--- config.mk ---
export PLATFORM = sky130hd
export DESIGN_NAME = gaussian_out_streamer_flat
export DESIGN_NICKNAME = d
export VERILOG_FILES = /design/src/rtl/gaussian_out_streamer_if.sv /design/src/rtl/gaussian_out_streamer.sv /design/src/flat_wrapper.sv
export SDC_FILE = /design/constraint.sdc
export NUM_CORES = 1
export LEC_CHECK = 0
export ABC_AREA = 1
export BUFFER_PORTS_ARGS = -buffer_cell sky130_fd_sc_hd__buf_4
export CELL_PAD_IN_SITES_DETAIL_PLACEMENT = 0
export CELL_PAD_IN_SITES_GLOBAL_PLACEMENT = 1
export CORE_ASPECT_RATIO = 0.5
export CORE_MARGIN = 4
export CORE_UTILIZATION = 43
export CTS_CLUSTER_DIAMETER = 150
export CTS_CLUSTER_SIZE = 14
export DETAILED_ROUTE_END_ITERATION = 8
export GPL_TIMING_DRIVEN = 0
export HOLD_SLACK_MARGIN = 0.12
export PLACE_DENSITY_LB_ADDON = 0.1
export REMOVE_ABC_BUFFERS = 1
export SETUP_SLACK_MARGIN = 0.1
export SLEW_MARGIN = 20
export SYNTH_ARGS = -nofsm -noshare
export SYNTH_HDL_FRONTEND = slang
export SYNTH_SLANG_ARGS = --single-unit
--- constraint.sdc ---
create_clock -name clk -period 2.46 [get_ports clk]
set_input_delay 0.123 -clock clk [delete_from_list [all_inputs] [get_ports clk]]
set_output_delay 0.123 -clock clk [all_outputs]
set_load 0.005 [all_outputs]
--- src/rtl/gaussian_out_streamer_if.sv ---
// gaussian_out_streamer_if: result-RAM read port plus valid/ready pixel stream with line/frame markers.
interface gaussian_out_streamer_if #(
  parameter int DATA_W = 8,
  parameter int ADDR_W = 12
);
  logic              mem_rd_en;
  logic [ADDR_W-1:0] mem_addr;
  logic [DATA_W-1:0] mem_rd_data;
  logic              out_valid;
  logic              out_ready;
  logic [DATA_W-1:0] out_data;
  logic              out_eol;
  logic              out_eof;
  modport master (
    output mem_rd_en, mem_addr, out_valid, out_data, out_eol, out_eof,
    input  mem_rd_data, out_ready
  );
  modport slave (
    input  mem_rd_en, mem_addr, out_valid, out_data, out_eol, out_eof,
    output mem_rd_data, out_ready
  );
endinterface

--- src/rtl/gaussian_out_streamer.sv ---
// gaussian_out_streamer: reads the result RAM in raster order and streams pixels with eol/eof markers.
// Optional GAUSS_OUT_CHECKSUM_EN adds a 16-bit sum of accepted pixels on port checksum.
module gaussian_out_streamer #(
  parameter int IMG_W  = 64,
  parameter int IMG_H  = 64,
  parameter int DATA_W = 8,
  parameter int ADDR_W = 12
) (
  input  logic clk,
  input  logic rst,
  input  logic start,
  output logic busy,
  output logic done,
  gaussian_out_streamer_if.master bus
`ifdef GAUSS_OUT_CHECKSUM_EN
  ,
  output logic [15:0] checksum
`endif
);
  localparam int N  = IMG_W * IMG_H;
  localparam int CW = $clog2(IMG_W + 1);
  localparam int RW = $clog2(IMG_H + 1);
  localparam int NW = $clog2(N + 1);
  typedef enum logic [1:0] {IDLE, RUN, DRAIN} state_t;
  state_t state_q, state_d;
  logic [ADDR_W-1:0] rd_addr_q, rd_addr_d;
  logic [NW-1:0] rd_count_q, rd_count_d;
  logic [CW-1:0] col_q, col_d;
  logic [RW-1:0] row_q, row_d;
  logic inflight_q, inflight_d, pend_eol_q, pend_eol_d, pend_eof_q, pend_eof_d;
  logic [DATA_W-1:0] dat_q [2];
  logic [DATA_W-1:0] dat_d [2];
  logic [1:0] eol_q, eol_d, eof_q, eof_d, cnt_q, cnt_d;
  logic hd_q, hd_d, done_q, done_d;
  logic issue, pop, fifo_pop, push, wr, last_col;
`ifdef GAUSS_OUT_CHECKSUM_EN
  logic [15:0] chk_q, chk_d;
  assign checksum = chk_q;
`endif
  assign busy = state_q != IDLE;
  assign done = done_q;
  always_comb begin
    issue = state_q == RUN && rd_count_q < NW'(N) && (cnt_q + {1'b0, inflight_q}) < 2'd2;
    last_col = col_q == CW'(IMG_W - 1);
    bus.mem_rd_en = issue;
    bus.mem_addr = rd_addr_q;
    // Empty FIFO with a read in flight: present the RAM output directly to save a cycle.
    bus.out_valid = cnt_q != 2'd0 || inflight_q;
    bus.out_data = cnt_q != 2'd0 ? dat_q[hd_q] : (inflight_q ? bus.mem_rd_data : '0);
    bus.out_eol = cnt_q != 2'd0 ? eol_q[hd_q] : inflight_q && pend_eol_q;
    bus.out_eof = cnt_q != 2'd0 ? eof_q[hd_q] : inflight_q && pend_eof_q;
    pop = bus.out_valid && bus.out_ready;
    fifo_pop = pop && cnt_q != 2'd0;
    push = inflight_q && !(cnt_q == 2'd0 && bus.out_ready);
    wr = hd_q ^ cnt_q[0];
    state_d = state_q;
    rd_addr_d = rd_addr_q;
    rd_count_d = rd_count_q;
    col_d = col_q;
    row_d = row_q;
    inflight_d = issue;
    pend_eol_d = issue ? last_col : pend_eol_q;
    pend_eof_d = issue ? last_col && row_q == RW'(IMG_H - 1) : pend_eof_q;
    dat_d = dat_q;
    eol_d = eol_q;
    eof_d = eof_q;
    done_d = 1'b0;
    if (push) begin
      dat_d[wr] = bus.mem_rd_data;
      eol_d[wr] = pend_eol_q;
      eof_d[wr] = pend_eof_q;
    end
    cnt_d = cnt_q + 2'(push) - 2'(fifo_pop);
    hd_d = hd_q ^ fifo_pop;
    if (issue) begin
      rd_addr_d = rd_addr_q + ADDR_W'(1);
      rd_count_d = rd_count_q + NW'(1);
      col_d = last_col ? '0 : col_q + CW'(1);
      row_d = last_col ? row_q + RW'(1) : row_q;
    end
`ifdef GAUSS_OUT_CHECKSUM_EN
    chk_d = pop ? chk_q + 16'(bus.out_data) : chk_q;
`endif
    if (state_q == IDLE && start) begin
      state_d = RUN;
      rd_addr_d = '0;
      rd_count_d = '0;
      col_d = '0;
      row_d = '0;
`ifdef GAUSS_OUT_CHECKSUM_EN
      chk_d = '0;
`endif
    end
    if (state_q == RUN && issue && rd_count_q == NW'(N - 1)) state_d = DRAIN;
    if (state_q == DRAIN && pop && bus.out_eof) begin
      state_d = IDLE;
      done_d = 1'b1;
    end
  end
  always_ff @(posedge clk or posedge rst) begin
    if (rst) begin
      state_q <= IDLE;
      rd_addr_q <= '0;
      rd_count_q <= '0;
      col_q <= '0;
      row_q <= '0;
      inflight_q <= 1'b0;
      pend_eol_q <= 1'b0;
      pend_eof_q <= 1'b0;
      dat_q <= '{default: '0};
      eol_q <= '0;
      eof_q <= '0;
      cnt_q <= '0;
      hd_q <= 1'b0;
      done_q <= 1'b0;
`ifdef GAUSS_OUT_CHECKSUM_EN
      chk_q <= '0;
`endif
    end else begin
      state_q <= state_d;
      rd_addr_q <= rd_addr_d;
      rd_count_q <= rd_count_d;
      col_q <= col_d;
      row_q <= row_d;
      inflight_q <= inflight_d;
      pend_eol_q <= pend_eol_d;
      pend_eof_q <= pend_eof_d;
      dat_q <= dat_d;
      eol_q <= eol_d;
      eof_q <= eof_d;
      cnt_q <= cnt_d;
      hd_q <= hd_d;
      done_q <= done_d;
`ifdef GAUSS_OUT_CHECKSUM_EN
      chk_q <= chk_d;
`endif
    end
  end
endmodule
--- src/flat_wrapper.sv ---
// flat-port wrapper written by rule: the top's interface ports become plain ports
module gaussian_out_streamer_flat 
#(
  parameter int IMG_W  = 64,
  parameter int IMG_H  = 64,
  parameter int DATA_W = 8,
  parameter int ADDR_W = 12
)
  (clk, rst, start, busy, done, bus_mem_rd_en, bus_mem_addr, bus_out_valid, bus_out_data, bus_out_eol, bus_out_eof, bus_mem_rd_data, bus_out_ready);
  gaussian_out_streamer_if #(.DATA_W(DATA_W), .ADDR_W(ADDR_W)) bus_i ();
  input  logic clk;
  input  logic rst;
  input  logic start;
  output logic busy;
  output logic done;
  output wire logic [$bits(bus_i.mem_rd_en)-1:0] bus_mem_rd_en;
  output wire logic [$bits(bus_i.mem_addr)-1:0] bus_mem_addr;
  output wire logic [$bits(bus_i.out_valid)-1:0] bus_out_valid;
  output wire logic [$bits(bus_i.out_data)-1:0] bus_out_data;
  output wire logic [$bits(bus_i.out_eol)-1:0] bus_out_eol;
  output wire logic [$bits(bus_i.out_eof)-1:0] bus_out_eof;
  input wire logic [$bits(bus_i.mem_rd_data)-1:0] bus_mem_rd_data;
  input wire logic [$bits(bus_i.out_ready)-1:0] bus_out_ready;
  assign bus_mem_rd_en = bus_i.mem_rd_en;
  assign bus_mem_addr = bus_i.mem_addr;
  assign bus_out_valid = bus_i.out_valid;
  assign bus_out_data = bus_i.out_data;
  assign bus_out_eol = bus_i.out_eol;
  assign bus_out_eof = bus_i.out_eof;
  assign bus_i.mem_rd_data = bus_mem_rd_data;
  assign bus_i.out_ready = bus_out_ready;
  gaussian_out_streamer #(.IMG_W(IMG_W), .IMG_H(IMG_H), .DATA_W(DATA_W), .ADDR_W(ADDR_W)) u_core (.clk(clk), .rst(rst), .start(start), .busy(busy), .done(done), .bus(bus_i));
endmodule
==> results.ini <==
[status]
outcome = completed

[place]
place_area_um2 = 4046
portBuffers = 37
dp_hpwl_mm = 5.430
dp.cells = 616
place.gp.congestion = 0.7923
pre_cts_ws_ns = 0.02367

[synthesis]
synth_ff_type = dfrtp_1
synth_cell_types = 29
synthCells = 483
async_flop_share_pct = 100.0
synth_area_um2 = 3681
syn_avg_cell_area_um2 = 7.621
ys.warnings.count = 0
synth_edf_count = 0
ys_ff_latch = 68
ys_seq_area_share_pct = 46.23

[sta]
finalSetupViolations = 0
clock_skew_ns = 0.007545
finalWorstSetupSlack_ns = 0.3857
relSlewSlack_pct = 55.74
rsz0062_at_grt = false
fin_setup_tns_ns = 0
fmax_ghz = 0.4821
slew_violations = 0
fin_crit_ns = 2.074
hold_viol_final = 0
min_period_over_period_pct = 84.32
tightest_slew_ns = 0.6639
hold-worst-slack_ns = 0.3143

[floorplan]
initial_core_util_pct = 45.04
die_height_um = 73.43
dieArea_um2 = 10190
fp.dieW_um = 138.8
io_pins = 38
rows = 23
core_um2 = 8173

[detailed_routing]
vias = 3201
drt_iter0_markers = 142
wire_per_inst_um = 13.67
ant_nets = 0
drc = 0
routed_wl_mm = 8.802
drt-vias-per-instance = 4.970
drt-pass1-iter-count = 4

[cts]
clock_latency_ns = 0.33
clock_sinks = 68
clk_path_buf_depth = 2
root_buffer = clkbuf_16
cts.clk_slew.worst_paths_ns = 0.05
cts_max_level = 3
cts_made_buffers = 9
cts_tree = yes

[power]
powerDensity_nw_per_um2 = 1175
seq_power_share_pct = 35.8
power_mw = 5.218
netSwitchingFraction_pct = 42.05
power_frac_clock_pct = 22.4
intPower_mw = 3.024
ir_drop_v = 0.0004781
p_switching_mw = 2.194
leakage_nw = 2.177
combPwrFrac_pct = 41.8

[layout]
multiInputGateArea_um2 = 1708
regArea_um2 = 1702
final_net_count = 545
drive_gt1_share_pct = 12.59
final_cell_mix = nand2_1 (148), dfrtp_1 (68), inv_1 (49)
finalNonFillerCells = 644
utilization_pct = 54.35
n_antenna_cell = 0
syn2layout_area_growth_pct = 20.67
design_area_um2 = 4442
fillers = 811
layout_commonest_cell = nand2_1

[critical_path]
reg2regPathDepth = 7
r2r_slack_ns = 0.39
cp_data_arrival_time_ns = 1.95
cp-end-kind = output pin
r2r-start = u_core.inflight_q
start_kind = flop
crit_fanout = 13
critPathKind = flop to output pin
r2r_end = u_core.rd_count_q[4]
cp.required_ns = 2.34

[grt]
globalRouteOverflowTotal = 0
grt_usage_pct = 18.06
antenna_found_initial = 0
grt_max_degree = 49
grt_pass1_vias = 3005
grt_pass1_wl_mm = 14.75

[job]
max_cap_violations = 0

[hold_path]
hp-class = primary input to async pin

-- final cells by class --
class	instances	share of cell area, %
well taps	112	3.155
repair buffers	49	9.465
clock inverters	5	0.6197
clock buffers	11	5.465
flip-flops and latches	68	38.31
inverters	53	4.535
multi-input cells	346	38.45
-- layer usage --
layer  vias up  track usage (%)  wire, µm
met4         0            5.640        78
met2        56            28.37      3817
li1       1669                -         -
met5         -                0         0
met1      1469            24.67      4487
met3         7            5.007       418
-- power groups by stage --
stage / Clock, mW / Combinational, mW / Sequential [mW]
CTS: 1.21 / 2.11 / 1.86
floorplan: 0 / 1.33 / 1.77
detailed placement: 0 / 2.09 / 1.88
global placement: 0 / 2.02 / 1.87
global route: 1.26 / 2.50 / 1.93
finish: 1.17 / 2.18 / 1.87
-- flip-flops by register name, indices dropped and copies added (netlist names) --
name                 count
u_core.row_q             7
u_core.eof_q             2
u_core.eol_q             2
u_core.rd_count_q       13
u_core.col_q             7
u_core.inflight_q        1
u_core.dat_q            16
u_core.state_q           2
u_core.done              1
u_core.pend_eof_q        1
u_core.pend_eol_q        1
u_core.hd_q              1
u_core.bus.mem_addr     12
u_core.cnt_q             2
-- worst max-delay path, stage by stage (launching register included) --
cell	delay, ns
dfrtp_1	0.68
clkinv_1	0.45
nand2_1	0.15
nand2_1	0.07
nand2_1	0.10
inv_1	0.05
buf_4	0.13
-- synth_stat cells (2+ instances only) --
| cell type | number | share of area, % |
|---|---|---|
| inv_1 | 50 | 5.1 |
| buf_2 | 5 | 0.68 |
| a21oi_1 | 15 | 2.0 |
| a22oi_1 | 9 | 1.8 |
| o21ai_0 | 40 | 5.4 |
| buf_4 | 3 | 0.61 |
| nand3b_1 | 3 | 0.61 |
| nand2_2 | 3 | 0.51 |
| nor2_1 | 37 | 3.8 |
| xor2_1 | 6 | 1.4 |
| nand4_1 | 27 | 4.6 |
| ha_1 | 6 | 2.0 |
| dfrtp_1 | 68 | 46 |
| clkbuf_1 | 7 | 0.71 |
| nand2_1 | 148 | 15 |
| buf_6 | 2 | 0.61 |
| inv_2 | 2 | 0.20 |
| xnor2_1 | 5 | 1.2 |
| nand3_1 | 37 | 5.0 |
-- cells by family (layout without fill, tap and decap cells) --
group	count (synthesis)	in the layout	synth area share [%]
and+or+nand+nor	259	261	30.90
xor gates and xnor gates	11	11	2.617
AOI/OAI and AO/OA	68	68	10.09
adders and majority gates	6	6	2.039
buffers and inverters	71	118	8.124
DFF	68	68	46.23
-- timing repair --
item	4_1_cts	5_1_grt
setup buffers	0	0
pin swaps	0	2
resized for setup	1	0
endpoints found under the hold margin	85	0
setup endpoints to repair	11	11
cloned	0	2
hold buffers	10	0
-- worst max-delay path by stage --
stage,startpoint,endpoint,cells past startpoint
after floorplan,u_core.cnt_q[1],u_core.cnt_q[1],6
after global placement,rst,u_core.bus.mem_addr[3],2
after CTS,u_core.inflight_q,u_core.rd_count_q[4],7
final,u_core.hd_q,bus_out_eof,6
after detailed placement,u_core.state_q[1],u_core.bus.mem_addr[6],6
after global routing,u_core.inflight_q,u_core.rd_count_q[4],7
No activity file was read; power rests on OpenSTA's default activity.
